===== src/rtl/edge_window_generator_if.sv =====
// -----------------------------------------------------------------------------
// edge_window_generator_if
// Bundles the pixel input stream and the window output stream of
// edge_window_generator.
//   pix_valid, pix_data  : pixel stream into the block (raster order)
//   pix_ready            : block can accept a pixel this cycle
//   win_valid            : neighbors_state carries a window this cycle
//   neighbors_state[8:0] : 3x3 window around the current centre pixel
//   frame_done           : pulse with the last window of a frame
// Modports: master = pixel source / window sink, slave = the generator.
// -----------------------------------------------------------------------------
interface edge_window_generator_if;
    logic       pix_valid;
    logic       pix_data;
    logic       pix_ready;
    logic       win_valid;
    logic [8:0] neighbors_state;
    logic       frame_done;

    modport master (
        output pix_valid,
        output pix_data,
        input  pix_ready,
        input  win_valid,
        input  neighbors_state,
        input  frame_done
    );

    modport slave (
        input  pix_valid,
        input  pix_data,
        output pix_ready,
        output win_valid,
        output neighbors_state,
        output frame_done
    );
endinterface


===== src/rtl/edge_window_generator.sv =====
// -----------------------------------------------------------------------------
// edge_window_generator
// Turns a raster-order stream of binary pixels into one 3x3 neighbourhood
// window per pixel, with out-of-image neighbours forced to 0.
// Ports:
//   clk  : clock, rising edge
//   rst  : asynchronous active-low reset
//   bus  : edge_window_generator_if.slave (pixel in, window out)
// Window bit order around centre (r,c):
//   0:(r-1,c-1) 1:(r-1,c) 2:(r-1,c+1) 3:(r,c+1) 4:(r+1,c+1)
//   5:(r+1,c)   6:(r+1,c-1) 7:(r,c-1) 8:(r,c)
// A window for centre k is produced once pixel k+IMG_W+1 has arrived; the
// last IMG_W+1 windows of a frame are produced by flushing zeros through.
// -----------------------------------------------------------------------------
module edge_window_generator #(
    parameter int IMG_W = 8,
    parameter int IMG_H = 8
) (
    input  logic                    clk,
    input  logic                    rst,
    edge_window_generator_if.slave  bus
);

    localparam int SR_LEN = 2 * IMG_W + 3;
    localparam int CW     = (IMG_W > 1) ? $clog2(IMG_W) : 1;
    localparam int RW     = (IMG_H > 1) ? $clog2(IMG_H) : 1;
    localparam int FW     = $clog2(IMG_W + 1);

    localparam logic [CW-1:0] COL_LAST  = CW'(IMG_W - 1);
    localparam logic [CW-1:0] COL_ONE   = CW'(1);
    localparam logic [RW-1:0] ROW_LAST  = RW'(IMG_H - 1);
    localparam logic [RW-1:0] ROW_ONE   = RW'(1);
    localparam logic [FW-1:0] FLUSH_END = FW'(IMG_W);
    localparam logic [FW-1:0] FLUSH_ONE = FW'(1);

    typedef enum logic [1:0] {
        S_IDLE,
        S_FILL,
        S_RUN,
        S_FLUSH
    } state_t;

    state_t            state_reg, state_next;

    // Input position of the pixel currently offered, and centre of the next
    // window to emit.
    logic [CW-1:0]     in_col_reg, out_col_reg;
    logic [RW-1:0]     in_row_reg, out_row_reg;
    logic [FW-1:0]     flush_cnt_reg;

    logic [SR_LEN-1:0] sr_reg;
    logic [SR_LEN-1:0] sr_next;

    logic              ready;
    logic              accept;
    logic              emit;
    logic              shift_en;
    logic              shift_in;
    logic [8:0]        win_next;

    logic              win_valid_reg;
    logic [8:0]        neighbors_reg;
    logic              frame_done_reg;

    // -------------------------------------------------------------------------
    // Next storage contents: newest pixel at bit 0, oldest at the top.
    // -------------------------------------------------------------------------
    assign sr_next[0] = shift_in;
    generate
        for (genvar gi = 1; gi < SR_LEN; gi++) begin : g_shift
            assign sr_next[gi] = sr_reg[gi-1];
        end
    endgenerate

    // Storage is deliberately not reset; border masking hides stale bits.
    always_ff @(posedge clk) begin
        if (shift_en) begin
            sr_reg <= sr_next;
        end
    end

    // -------------------------------------------------------------------------
    // FSM: state register
    // -------------------------------------------------------------------------
    always_ff @(posedge clk or negedge rst) begin
        if (!rst) begin
            state_reg <= S_IDLE;
        end else begin
            state_reg <= state_next;
        end
    end

    // -------------------------------------------------------------------------
    // FSM: next state and control
    // -------------------------------------------------------------------------
    always_comb begin
        state_next = state_reg;
        ready      = (state_reg != S_FLUSH);
        accept     = bus.pix_valid && ready;
        emit       = 1'b0;
        shift_in   = accept && bus.pix_data;
        shift_en   = accept;

        case (state_reg)
            S_IDLE: begin
                if (accept) begin
                    state_next = S_FILL;
                end
            end
            S_FILL: begin
                // Pixel idx IMG_W sits at (1,0); after it the first window
                // centre has its full lower neighbourhood one pixel away.
                if (accept && in_row_reg == ROW_ONE && in_col_reg == '0) begin
                    state_next = S_RUN;
                end
            end
            S_RUN: begin
                emit = accept;
                if (accept && in_row_reg == ROW_LAST && in_col_reg == COL_LAST) begin
                    state_next = S_FLUSH;
                end
            end
            S_FLUSH: begin
                emit     = 1'b1;
                shift_en = 1'b1;
                if (flush_cnt_reg == FLUSH_END) begin
                    state_next = S_IDLE;
                end
            end
            default: begin
                state_next = S_IDLE;
            end
        endcase
    end

    // -------------------------------------------------------------------------
    // Window extraction with image-border padding
    // -------------------------------------------------------------------------
    always_comb begin
        logic top, bot, lft, rgt;
        top = (out_row_reg == '0);
        bot = (out_row_reg == ROW_LAST);
        lft = (out_col_reg == '0);
        rgt = (out_col_reg == COL_LAST);

        win_next    = '0;
        win_next[0] = sr_next[2*IMG_W+2] && !top && !lft;
        win_next[1] = sr_next[2*IMG_W+1] && !top;
        win_next[2] = sr_next[2*IMG_W]   && !top && !rgt;
        win_next[3] = sr_next[IMG_W]     && !rgt;
        win_next[4] = sr_next[0]         && !bot && !rgt;
        win_next[5] = sr_next[1]         && !bot;
        win_next[6] = sr_next[2]         && !bot && !lft;
        win_next[7] = sr_next[IMG_W+2]   && !lft;
        win_next[8] = sr_next[IMG_W+1];
    end

    // -------------------------------------------------------------------------
    // Counters
    // -------------------------------------------------------------------------
    always_ff @(posedge clk or negedge rst) begin
        if (!rst) begin
            in_col_reg    <= '0;
            in_row_reg    <= '0;
            out_col_reg   <= '0;
            out_row_reg   <= '0;
            flush_cnt_reg <= '0;
        end else begin
            if (accept) begin
                if (in_col_reg == COL_LAST) begin
                    in_col_reg <= '0;
                    in_row_reg <= (in_row_reg == ROW_LAST) ? '0 : in_row_reg + ROW_ONE;
                end else begin
                    in_col_reg <= in_col_reg + COL_ONE;
                end
            end

            if (emit) begin
                if (out_col_reg == COL_LAST) begin
                    out_col_reg <= '0;
                    out_row_reg <= (out_row_reg == ROW_LAST) ? '0 : out_row_reg + ROW_ONE;
                end else begin
                    out_col_reg <= out_col_reg + COL_ONE;
                end
            end

            if (state_reg == S_FLUSH && flush_cnt_reg != FLUSH_END) begin
                flush_cnt_reg <= flush_cnt_reg + FLUSH_ONE;
            end else begin
                flush_cnt_reg <= '0;
            end
        end
    end

    // -------------------------------------------------------------------------
    // Registered outputs
    // -------------------------------------------------------------------------
    always_ff @(posedge clk or negedge rst) begin
        if (!rst) begin
            win_valid_reg  <= 1'b0;
            neighbors_reg  <= '0;
            frame_done_reg <= 1'b0;
        end else begin
            win_valid_reg  <= emit;
            frame_done_reg <= emit && out_row_reg == ROW_LAST && out_col_reg == COL_LAST;
            if (emit) begin
                neighbors_reg <= win_next;
            end
        end
    end

    assign bus.pix_ready       = ready;
    assign bus.win_valid       = win_valid_reg;
    assign bus.neighbors_state = neighbors_reg;
    assign bus.frame_done      = frame_done_reg;

endmodule


===== src/flat_wrapper.sv =====
// flat-port wrapper written by rule: the top's interface ports become plain ports
module edge_window_generator_flat 
#(
    parameter int IMG_W = 8,
    parameter int IMG_H = 8
)
  (clk, rst, bus_pix_valid, bus_pix_data, bus_pix_ready, bus_win_valid, bus_neighbors_state, bus_frame_done);
  edge_window_generator_if bus_i ();
  input  logic clk;
  input  logic rst;
  input wire logic [$bits(bus_i.pix_valid)-1:0] bus_pix_valid;
  input wire logic [$bits(bus_i.pix_data)-1:0] bus_pix_data;
  output wire logic [$bits(bus_i.pix_ready)-1:0] bus_pix_ready;
  output wire logic [$bits(bus_i.win_valid)-1:0] bus_win_valid;
  output wire logic [$bits(bus_i.neighbors_state)-1:0] bus_neighbors_state;
  output wire logic [$bits(bus_i.frame_done)-1:0] bus_frame_done;
  assign bus_i.pix_valid = bus_pix_valid;
  assign bus_i.pix_data = bus_pix_data;
  assign bus_pix_ready = bus_i.pix_ready;
  assign bus_win_valid = bus_i.win_valid;
  assign bus_neighbors_state = bus_i.neighbors_state;
  assign bus_frame_done = bus_i.frame_done;
  edge_window_generator #(.IMG_W(IMG_W), .IMG_H(IMG_H)) u_core (.clk(clk), .rst(rst), .bus(bus_i));
endmodule

===== config.mk =====
export PLATFORM = sky130hd
export DESIGN_NAME = edge_window_generator_flat
export DESIGN_NICKNAME = d
export VERILOG_FILES = /design/src/rtl/edge_window_generator_if.sv /design/src/rtl/edge_window_generator.sv /design/src/flat_wrapper.sv
export SDC_FILE = /design/constraint.sdc
export NUM_CORES = 1
export LEC_CHECK = 0
export CELL_PAD_IN_SITES_DETAIL_PLACEMENT = 0
export CELL_PAD_IN_SITES_GLOBAL_PLACEMENT = 1
export CORE_MARGIN = 8
export CORE_UTILIZATION = 45
export DETAILED_ROUTE_END_ITERATION = 8
export HOLD_SLACK_MARGIN = 0.05
export PLACE_DENSITY = 0.77
export SYNTH_ARGS = -nofsm -noshare
export SYNTH_HDL_FRONTEND = slang
export SYNTH_SLANG_ARGS = --single-unit

===== constraint.sdc =====
create_clock -name clk -period 2.2 [get_ports clk]
set_input_delay 0.33 -clock clk [delete_from_list [all_inputs] [get_ports clk]]
set_output_delay 0.33 -clock clk [all_outputs]
set_load 0.01 [all_outputs]

== Yosys cells after proc, flatten, opt, wreduce, memory -nomap -nowiden ==
Index checks and enable logic that the tools add are counted.
Cells by class
  mux-type cells: 12
  $add $sub $neg: 5
  reduce and logical (&&, ||, !) cells: 32
  equality and inequality tests: 15
Operators with widths (number)
  1-bit logical AND: 21
  3-bit by 1-bit adder with 3-bit output, second input constant: 4
  3-bit equality test, second input constant: 4
  3-bit 2-to-1 mux: 4
  3-bit logical NOT: 3
  2-bit 2-to-1 mux: 4
  2-bit by 1-bit inequality test with 1-bit output, second input constant: 4
  2-bit one-hot mux with 4 select lines: 1
  4-bit by 1-bit adder with 4-bit output, second input constant: 1
  2-bit equality test, second input constant: 2
  4-bit equality test, second input constant: 1
  1-bit logical NOT: 4
  4-bit 2-to-1 mux: 1
  4-bit inequality test, second input constant: 1
  2-bit AND reduction: 2
  4-bit AND reduction: 1
  3-bit by 1-bit equality test with 1-bit output, second input constant: 1
  2-bit by 1-bit equality test with 1-bit output, second input constant: 1
  2-bit logical NOT: 1
  2-bit inequality test, second input constant: 1
  1-bit one-hot mux with 2 select lines: 1
  1-bit 2-to-1 mux: 1
Storage, ports and cells
  register bits after elaboration: 47
  input bits: 4
  output and inout port bits: 12

== Longest topological paths before layout ==
  word-level depth: 6
  depth in mapped cells: 7
  depth with buffers taken out: 7

== Least setup slack after synthesis ==
Ideal clock, no wire load.
  path kind: register -> register
  from: register u_core.state_reg[0]
  to: register u_core.out_row_reg[1]
  data arrival time: 1.507 ns
  setup slack: 0.568 ns
  cell stages (with the launch flop): 7
  buffers on the path: 0
  required time: 2.075 ns
  library setup time: 0.125 ns
  path through: dfrtp_1 -> inv_1 -> ha_1 -> a21oi_2 -> inv_2 -> nand2_2 -> mux2_2
Between the ends
  cells in the longest elaborated chain, start to end: 4
  elaborated cells between the ends (all ways): 6
  those cells by class: eq/ne (3); mux (1); reduce/logical (2)
RTL lines
  start, declared: line edge_window_generator.sv:43  | state_t state_reg, state_next;
  start signal, assigned: line edge_window_generator.sv:89  | state_reg <= state_next;
  2-bit inequality test: line edge_window_generator.sv:98  | ready = (state_reg != S_FLUSH);
  1-bit logical AND: line edge_window_generator.sv:99  | accept = bus.pix_valid && ready;
  1-bit one-hot mux with 2 select lines *: line edge_window_generator.sv:104  | case (state_reg)
  named net u_core.emit: line edge_window_generator.sv:56  | logic emit;
  2-bit AND reduction (no source line) *
  end signal, assigned: line edge_window_generator.sv:181  | out_row_reg <= (out_row_reg == ROW_LAST) ? '0 : out_row_reg + ROW_ONE;
  end, declared: line edge_window_generator.sv:48  | logic [RW-1:0] in_row_reg, out_row_reg;
The timed path passes the listed nets; every way through them passes the cells marked *.
A chain may end at the register's enable or synchronous reset.

== Worst setup path after layout ==
  from: register u_core.state_reg[1]
  to: output bus_pix_ready
Between the ends
  cells in the longest elaborated chain, start to end: 1
RTL lines
  2-bit inequality test: line edge_window_generator.sv:98
  end, declared: line flat_wrapper.sv:13  | output wire logic [$bits(bus_i.pix_ready)-1:0] bus_pix_ready;
No other way between the ends.

==> results.toml <==
[outcome]
outcome = "finished clean"

[final_layout]
stdcell_count = 236
syn2layout_area_growth_pct = 16.7
nNetsFinal = 206
regArea_um2 = 1270
drive_gt1_share_pct = 12.5
largest_reg_flops = 18
multi_input_area_um2 = 697
fillers = 362
diodes = 0

[sta]
finalHoldViolations = 0
skew_ns = 0.00777
relSlewSlack_pct = 72.0
maxSlewViolCount = 0
setup_viol = 0
fin_setup_tns_ns = 0
worstMarginPinSlew_ns = 0.420
fmaxAchievable_ghz = 0.512
min_period_over_period_pct = 88.7
rsz0062_at_grt = "no"
period_minus_slack_ns = 1.95

[global_route]
grtUsageTotal_pct = 10.3
grt_max_degree = 30
gr-total-overflow = 0
grt_antenna_before_repair = 0
grt_pass1_wl_um = 5890
grt_pass1_vias = 1238

[place]
dp_cells = 228
io_buffers = 15
dp_hpwl_um = 2440
gp_congestion = 0.788

[routing]
drc_errors = 0
drt_iter0_markers = 39
drt-pass1-iter-count = 4
vias_per_cell = 5.03
via_count = 1187
drt_wl_total_um = 3410
wl_per_cell_um = 14.4
drtAntennaViolNets = 0

[clock_network]
cts_root_buffer = "clkbuf_8"
clk_path_buf_depth = 2
holdBufCountCts = 0
htree_levels = 2
post_cts_resize_count = 0
cts_buffers = 5
cts.sinks = 47
clk_pin_slew_ns = 0.09
cts_tree = "done"
cts_setup_buffers = 0
clock_latency_ns = 0.29

[synth]
ys_async_sr_fraction_pct = 61.7
syn_nets = 182
synth.area.top_cells = "dfrtp_1 (36%), edfxtp_1 (27%), ha_1 (12%)"
synthFlopType = "dfrtp_1"
synth-seq-area-share_pct = 62.2
netlist-cell-type-count = 36
synth_common_cells = "dfrtp_1 (29), nand2_1 (23), ha_1 (19), edfxtp_1 (18), inv_1 (17)"
yosysTopAreaCellShare_pct = 35.6
synth_area_per_cell_um2 = 12.8
synthCells = 159
synth_area_leader_cell = "dfrtp_1"
synth-seq-cells = 47
ys_warn_count = 0
yosysMostFrequentCell = "dfrtp_1"
syn_area_um2 = 2040
synth-edff-count = 18

[pwr]
p_leak_nw = 1.10
powerDensity_nw_per_um2 = 1350
finalPower_mw = 3.21
ir_worst_vdd_mv = 0.602

[setup_path]
crit_required_ns = 1.87
cp_slowest_stage_delay_ns = 0.54
worstRegToRegCells = 5
crit_path_start = "u_core.state_reg[1]$_DFFE_PN0P_"
path_cells = "ha_1 > inv_1 > clkdlybuf4s50_1"
crit_family = "buffers and inverters"
cp.depth = 3
rr_endpoint = "u_core.state_reg[1]$_DFFE_PN0P_"
crit_arrival_ns = 1.62
r2r-start = "u_core.state_reg[1]$_DFFE_PN0P_"
crit_slowest_cell = "clkdlybuf4s50_1"
crit_path_end = "bus_pix_ready"
cp_max_fo = 6
criticalPathCategory = "flop to output pin"
path_buf_inv = 2
start_kind = "flop"
r2r_slack_ns = 0.45
worst_setup_path_end_kind = "output pin"

[floorplan]
die_x_um = 83.3
num_rows = 24
start_util_pct = 46.8
die_h_um = 83.3
ios = 16
die-area_um2 = 6930
core_area_um2 = 4350

[worst_hold_path]
worst_hold_path_type = "primary input to asynchronous set/reset pin"

[flow_run]
max_cap_violations = 0
routing by layer:
metal / track usage, % / part of all wire, %
met1: 12.3 / 48
met2: 17.1 / 48
met3: 3.52 / 4.1
met4: 2.88 / 0
met5: 0 / 0
cell usage in the layout, fill, tap and decap left out, drive strengths merged, types with 3 or more instances in the layout:
cell,count
edfxtp,18
nand2,24
nor3,3
clkdlybuf4s50,15
nand2b,3
inv,18
dfrtp,29
clkbuf,5
o31ai,4
o21ai,8
ha,19
mux2,4
a21oi,3
buf,3
nor2,5
metrics by stage:
| step | instance area (µm²) | setup slack [ns] | hold WS (ns) | utilization (%) |
|---|---|---|---|---|
| after floorplan | 2040 | 0.568 | 0.0344 | - |
| after global placement | 2270 | 0.393 | 0.407 | 52.1 |
| after detailed placement | 2270 | 0.334 | 0.405 | 52.1 |
| after CTS | 2380 | 0.225 | 0.419 | 54.6 |
| after global routing | 2380 | 0.179 | 0.424 | 54.6 |
| final | 2380 | 0.248 | 0.413 | 54.6 |
final cells by class:
cell class / count / area share (%)
tap: 52 / 2.74
timing repair buffer: 18 / 7.27
sequential: 47 / 53.3
clock buffer: 5 / 2.90
clock inverter: 3 / 1.63
multi-input combinational: 93 / 29.3
inverter: 18 / 2.84
worst min path at each step:
| stage | start | endpoint | slack [ns] | cells after the start |
|---|---|---|---|---|
| floorplan | rst | u_core.bus.frame_done$_DFF_PN0_ | 0.03 | 0 |
| global placement | u_core.sr_reg[5]$_DFFE_PP_ | u_core.sr_reg[6]$_DFFE_PP_ | 0.41 | 0 |
| detailed placement | u_core.sr_reg[13]$_DFFE_PP_ | u_core.sr_reg[14]$_DFFE_PP_ | 0.40 | 0 |
| CTS | rst | u_core.flush_cnt_reg[3]$_DFF_PN0_ | 0.42 | 2 |
| global route | u_core.sr_reg[13]$_DFFE_PP_ | u_core.sr_reg[14]$_DFFE_PP_ | 0.42 | 0 |
| finish | rst | u_core.flush_cnt_reg[3]$_DFF_PN0_ | 0.41 | 2 |
power breakdown:
group	switching [mW]	internal [mW]	total (mW)	leakage [nW]
Clock	0.277	0.333	0.610	0.0556
Combinational	0.597	0.508	1.10	0.489
Sequential	0.196	1.30	1.49	0.556
cell families after synthesis:
logic type,Yosys count,share of synthesized area (%)
buffers and inverters,19,3.56
XOR/XNOR,2,0.861
flip-flops,47,62.2
AO/OA/AOI/OAI,22,7.50
adder cells (fa/ha/maj),19,11.7
multiplexers,4,2.40
AND/OR/NAND/NOR,46,11.8
worst register-to-register path, stage by stage (launching register included):
cell and delay [ns]:
dfrtp_1 0.43, ha_1 0.28, nand2b_4 0.20, o21ai_0 0.25, o211ai_2 0.16, mux2_4 0.32
Power figures use the tool's default switching activity.
